<file path="src/rtl/mmu_bat_lookup.sv">
// Multi-entry BAT translation unit: SPR-programmed BAT pairs, one EA lookup per cycle.
// Optional MMU_BAT_MULTIHIT_EN adds resp_multihit (more than one BAT matched).

module mmu_bat_entry (
    input  logic        clk,
    input  logic        reset_n,
    input  logic        wr_en,
    input  logic        wr_upper,
    input  logic [31:0] wr_data,
    input  logic        inv_all,
    input  logic [31:0] ea,
    input  logic        priv,
    output logic        match,
    output logic [31:0] pa,
    output logic [3:0]  wimg,
    output logic [1:0]  pp
);
    logic [14:0] bepi;
    logic [14:0] brpn;
    logic [10:0] bl;
    logic        vs;
    logic        vp;
    logic [10:0] blk;
    logic        unused_wr;

    // inv_all precedes the write: a BATU write in the same cycle re-arms its own V bits
    always_ff @(posedge clk) begin
        if (!reset_n) begin
            bepi <= '0;
            bl   <= '0;
            vs   <= 1'b0;
            vp   <= 1'b0;
            brpn <= '0;
            wimg <= '0;
            pp   <= '0;
        end else begin
            if (inv_all) begin
                vs <= 1'b0;
                vp <= 1'b0;
            end
            if (wr_en) begin
                if (wr_upper) begin
                    bepi <= wr_data[31:17];
                    bl   <= wr_data[12:2];
                    vs   <= wr_data[1];
                    vp   <= wr_data[0];
                end else begin
                    brpn <= wr_data[31:17];
                    wimg <= wr_data[6:3];
                    pp   <= wr_data[1:0];
                end
            end
        end
    end

    assign blk       = ea[27:17];
    assign match     = (ea[31:28] == bepi[14:11]) && ((blk & ~bl) == bepi[10:0]) &&
                       ((vs && priv) || (vp && !priv));
    assign pa        = {brpn[14:11], brpn[10:0] | (blk & bl), ea[16:0]};
    assign unused_wr = ^wr_data[16:13];
endmodule

module mmu_bat_lookup #(
    parameter int NUM_BATS    = 4,
    parameter int IDX_W       = 2,
    parameter int INSTRUCTION = 0
) (
    input  logic             clk,
    input  logic             reset_n,
    input  logic             spr_wr_en,
    input  logic [IDX_W-1:0] spr_wr_idx,
    input  logic             spr_wr_upper,
    input  logic [31:0]      spr_wr_data,
    input  logic             inv_all,
    input  logic             req_valid,
    output logic             req_ready,
    input  logic [31:0]      req_ea,
    input  logic             req_priv,
    input  logic             req_write,
    output logic             resp_valid,
    input  logic             resp_ready,
    output logic             resp_hit,
    output logic [31:0]      resp_pa,
    output logic [3:0]       resp_wimg,
    output logic [1:0]       resp_pp,
    output logic             resp_fault,
`ifdef MMU_BAT_MULTIHIT_EN
    output logic             resp_multihit,
`endif
    output logic [IDX_W-1:0] resp_idx
);
    typedef struct packed {
        logic             hit;
        logic [31:0]      pa;
        logic [3:0]       wimg;
        logic [1:0]       pp;
        logic             fault;
        logic [IDX_W-1:0] idx;
`ifdef MMU_BAT_MULTIHIT_EN
        logic             multihit;
`endif
    } resp_t;

    logic [NUM_BATS-1:0]       match;
    logic [NUM_BATS-1:0][31:0] bat_pa;
    logic [NUM_BATS-1:0][3:0]  bat_wimg;
    logic [NUM_BATS-1:0][1:0]  bat_pp;
    resp_t                     nxt;
    resp_t                     resp_q;
    logic                      accept;

    // Out-of-range indices never decode, so those writes are dropped
    for (genvar i = 0; i < NUM_BATS; i++) begin : g_bat
        mmu_bat_entry u_entry (
            .clk      (clk),
            .reset_n  (reset_n),
            .wr_en    (spr_wr_en && (spr_wr_idx == IDX_W'(i))),
            .wr_upper (spr_wr_upper),
            .wr_data  (spr_wr_data),
            .inv_all  (inv_all),
            .ea       (req_ea),
            .priv     (req_priv),
            .match    (match[i]),
            .pa       (bat_pa[i]),
            .wimg     (bat_wimg[i]),
            .pp       (bat_pp[i])
        );
    end

    // Scan high to low so the lowest matching index is the last one written
    always_comb begin
        nxt = '0;
        for (int i = NUM_BATS - 1; i >= 0; i--) begin
            if (match[i]) begin
                nxt.hit  = 1'b1;
                nxt.pa   = bat_pa[i];
                nxt.wimg = (INSTRUCTION != 0) ? 4'b0000 : bat_wimg[i];
                nxt.pp   = bat_pp[i];
                nxt.idx  = IDX_W'(i);
            end
        end
        nxt.fault = nxt.hit && ((nxt.pp == 2'b00) ||
                                (nxt.pp[0] && req_write && (INSTRUCTION == 0)));
`ifdef MMU_BAT_MULTIHIT_EN
        nxt.multihit = |(match & (match - NUM_BATS'(1)));
`endif
    end

    assign req_ready = !resp_valid || resp_ready;
    assign accept    = req_valid && req_ready;

    always_ff @(posedge clk) begin
        if (!reset_n) begin
            resp_valid <= 1'b0;
            resp_q     <= '0;
        end else if (accept) begin
            resp_valid <= 1'b1;
            resp_q     <= nxt;
        end else if (resp_ready) begin
            resp_valid <= 1'b0;
        end
    end

    assign resp_hit   = resp_q.hit;
    assign resp_pa    = resp_q.pa;
    assign resp_wimg  = resp_q.wimg;
    assign resp_pp    = resp_q.pp;
    assign resp_fault = resp_q.fault;
    assign resp_idx   = resp_q.idx;
`ifdef MMU_BAT_MULTIHIT_EN
    assign resp_multihit = resp_q.multihit;
`endif
endmodule
</file>
<file path="config.mk">
export PLATFORM = sky130hd
export DESIGN_NAME = mmu_bat_lookup
export DESIGN_NICKNAME = d
export VERILOG_FILES = /design/src/rtl/mmu_bat_lookup.sv
export SDC_FILE = /design/constraint.sdc
export NUM_CORES = 1
export LEC_CHECK = 0
export BUFFER_PORTS_ARGS = -buffer_cell sky130_fd_sc_hd__buf_2
export CAP_MARGIN = 10
export CELL_PAD_IN_SITES_DETAIL_PLACEMENT = 1
export CELL_PAD_IN_SITES_GLOBAL_PLACEMENT = 1
export CORE_AREA = 2 2 161 163
export DETAILED_ROUTE_END_ITERATION = 6
export DIE_AREA = 0 0 163 165
export GPL_ROUTABILITY_DRIVEN = 0
export PLACE_DENSITY_LB_ADDON = 0.1
export RECOVER_POWER = 50
export SKIP_LAST_GASP = 1
export SLEW_MARGIN = 40
export SYNTH_ARGS = -nofsm -noshare
export SYNTH_HDL_FRONTEND = slang
export SYNTH_HIERARCHICAL = 1
export SYNTH_SLANG_ARGS = --single-unit
</file>
<file path="constraint.sdc">
create_clock -name clk -period 3.2 [get_ports clk]
set_input_delay 0.48 -clock clk [delete_from_list [all_inputs] [get_ports clk]]
set_output_delay 0.48 -clock clk [all_outputs]
set_load 0.005 [all_outputs]
</file>
==> results.md <==
Finish:
- The layout filler cell count is 3065.
- In the final layout, the share of cells above drive strength 1 is 13.8%.
- The net count of the finished layout is around 1500.
- Once layout is complete, the utilization of the core stands at 52.1%.
- The most common library cell in the layout ignoring fill and taps is sky130_fd_sc_hd__nand2_1.
- In the layout the commonest cells are sky130_fd_sc_hd__nand2_1, sky130_fd_sc_hd__dfxtp_1, sky130_fd_sc_hd__a21boi_0.
- The area growth from synthesis to layout is 9.21%.

Timing:
- Subtracting the final worst setup slack from the clock period gives around 2.8 ns.
- The final number of setup-violating endpoints is 0.
- The final cycle utilization of the critical path is 86.4%.
- The post-route worst setup slack is 0.436 ns.
- The worst clock skew on the final layout is 0.0172 ns.
- The max-slew violation total from the final report is about 120.
- Headroom to the max-slew limit came out at -62.4%.
- The worst hold margin is 0.211 ns.
- Setup repair after global routing left no endpoint under its margin.
- For the pin with the worst max-slew slack, the measured transition is ~2.4 ns.
- The upper clock frequency limit is 362 MHz.
- The final setup TNS is 0 ns.
- The hold violation count in the final report is 0.

CTS:
- The number of clock sinks seen by CTS is 239.
- Gates resized during post-CTS repair numbered 0.
- At the later pin of the worst-skew pair, clock insertion delay measures 0.55 ns.
- The tree is rooted in a sky130_fd_sc_hd__clkbuf_16.
- The post-CTS setup repair buffer count is 0.
- The clock tree from TritonCTS is built.
- The buffer depth of the longest clock path is 3.
- For this design, the CTS-stage hold fixing added 0 buffers.
- The clock-pin transition on the worst setup and hold timing paths is 0.06 ns.
- In this run the number of H-tree levels came out at 1.
- The TritonCTS buffer count is 29.

Routing:
- The first TritonRoute pass finished after 5 iterations.
- For this block, the initial DRC count from the detailed router was around 540.
- The remaining number of nets flagged by the antenna check after routing is 0.
- In the routed layout, each cell is associated on average with a via count of about 5.5.
- After detailed routing, the average wire length per cell comes to 20.4 um.
- After detailed routing, the number of remaining DRC violations is 0.
- The routed design has 36.9 mm of wire.
- The via count of the routed design is 10000.

Setup path:
- The startpoint of the worst setup timing path is g_bat[3].u_entry/bl[6].
- The worst path required time is 3.67 ns.
- The worst setup path is launched from a register.
- The worst flop-to-flop path startpoint is g_bat[3].u_entry/bl[6].
- The capturing element type of the critical path is a register.
- The biggest fanout along the worst timing path is 30.
- The worst path arrival time is ~3.2 ns.
- For the worst flop-to-flop path, the logic depth is 9.
- The critical path is of the reg -> reg type.

Synth:
- Counting every net in the synthesized netlist gives 1531.
- The share of the Yosys chip area taken by registers is 40.0%.
- The post-synthesis instance total is 1456.
- The register bit total from synthesis is 239.
- The area of the mapped netlist is 12000 um^2.
- In the post-synthesis netlist, the biggest area contributors are sky130_fd_sc_hd__dfxtp_1, sky130_fd_sc_hd__nand2_1, sky130_fd_sc_hd__a21boi_0.
- The portion of synthesized cell area occupied by the leading cell type is 40.0%.
- Summed over all instances, the cell type with the most area after synthesis is sky130_fd_sc_hd__dfxtp_1.
- The mean area per synthesized cell is about 8.2 um^2.
- The number of warning messages in the yosys log is 6.
- The number of distinct library cells after synthesis is 41.

Floorplanning:
- The core area is 25000 um^2.
- The height of the die is 165 um.
- The full die area is 26900 um^2.
- The row count is 58.
- The starting utilization of the core area is between 40% and 50%.
- The I/O pin count is 119.
- The die boundary width is 163 um.

Run status:
- The flow ran to the end, but the final reports show violations.
- The checks that failed: max-capacitance violations, max-slew violations.

Global routing:
- Global routing used 27.2% of the available tracks across all layers.
- The initial antenna violation count is 4.
- The remaining global-route overflow is 0.
- The number of global-route vias before repair is 10100.
- The first global-routing pass estimated around 57 mm of wire.
- Entering global routing, the biggest net connects 112 pins.

Min path:
- The worst hold path belongs to the class in -> reg.
- The startpoint of the lowest-slack hold path is req_valid.
- The number of cells on the worst hold path is 3.

Power:
- Power spread over the standard cell area amounts to 542 nW/um^2.
- Across the VDD grid, the largest voltage drop is 0.330 mV.
- The analysis attributes to cell leakage a power of 0.00495 uW.

Placement:
- The count of buffers inserted at the top-level ports is 114.
- The total half-perimeter wirelength after legalization and detailed placement is 23.1 mm.
- The post-place setup slack is between 0.2 and 0.25 ns.

Run:
- Max-cap violations in this run came to 3.
## metal layers
| layer | vias up | GRT usage, % | share of wire [%] |
|---|---|---|---|
| li1 | 4814 | - | - |
| met1 | 4966 | 35.5 | 45 |
| met2 | 196 | 47.4 | 49 |
| met3 | 52 | 3.79 | 4.2 |
| met4 | 4 | 7.12 | 2.1 |
| met5 | - | 0 | 0.062 |
## flip-flops by register name, indices dropped and copies added (netlist names), 4 cells and up
register	flops
resp_pa	32
g_bat.u_entry/bepi	60
g_bat.u_entry/bl	44
resp_wimg	4
g_bat.u_entry/vs	4
g_bat.u_entry/pp	8
g_bat.u_entry/wimg	16
g_bat.u_entry/vp	4
g_bat.u_entry/brpn	60
## metrics by stage
step	cell area, um^2	instances	total power (uW)
floorplan	12000	1456	3530
global placement	12100	1753	3710
detailed placement	12100	1753	3720
CTS	13100	1806	7130
global route	13000	1807	7340
finish	13100	1809	7080
## path summary, 6_finish.rpt
kind              slack [ns]     endpoint
hold / removal          0.21   resp_valid
setup / recovery        0.44   resp_pa[7]
hold reg to reg         0.45  resp_idx[0]
setup reg to reg        0.44   resp_pa[7]
## kinds of logic (layout without fill, tap and decap cells)
group / Yosys count / after routing / share of synthesized area [%]
other: 0 / 3 / 0
AO/OA/AOI/OAI: 429 / 429 / 25.5
buffers and inverters: 214 / 234 / 11.0
flip-flops: 239 / 239 / 40.0
multiplexers: 4 / 4 / 0.377
AND/OR/NAND/NOR: 510 / 510 / 18.7
XOR/XNOR: 60 / 60 / 4.40
## Yosys cell counts (all sizes together)
cell / number
nand2: 401
dfxtp: 239
a21boi: 196
buf: 134
a21oi: 76
xnor2: 52
a21o: 44
clkbuf: 43
nor2b: 41
inv: 37
a221oi: 36
o21ai: 36
a211o: 35
and2b: 12
nand4: 12
nand3b: 9
xor2: 8
nand3: 7
nor2: 7
and2: 5
mux2: 4
nor4: 4
or2b: 4
and3b: 2
nor3b: 2
o211ai: 2
o41ai: 2
a311oi: 1
a31oi: 1
and3: 1
nand2b: 1
or3: 1
or4: 1
## cell type report
| cell class | count | area (um^2) | area share (%) |
|---|---|---|---|
| multi-input cells | 1003 | 5890 | 45.1 |
| clock inverters | 13 | 173 | 1.32 |
| flip-flops and latches | 239 | 4780 | 36.7 |
| inverters | 37 | 139 | 1.06 |
| repair buffers | 144 | 832 | 6.37 |
| well taps | 330 | 413 | 3.16 |
| diodes | 3 | 7.51 | 0.0575 |
| clock buffers | 40 | 817 | 6.26 |
## where the power goes
part / total [uW] / switching, uW / internal [uW]
clock network: 3410 / 1310 / 2100
logic: 562 / 348 / 214
registers: 3100 / 47.0 / 3060
## critical path: stages (launching register included)
cell and delay [ns]:
sky130_fd_sc_hd__dfxtp_1 0.35, sky130_fd_sc_hd__and2b_1 0.19, sky130_fd_sc_hd__xnor2_1 0.23, sky130_fd_sc_hd__nand4_1 0.25, sky130_fd_sc_hd__nor4_2 0.40, sky130_fd_sc_hd__nor2b_4 0.26
sky130_fd_sc_hd__buf_12 0.23, sky130_fd_sc_hd__a221oi_2 0.09, sky130_fd_sc_hd__or4_1 0.51, sky130_fd_sc_hd__a31oi_1 0.14
(Power assumes the default switching activity.)
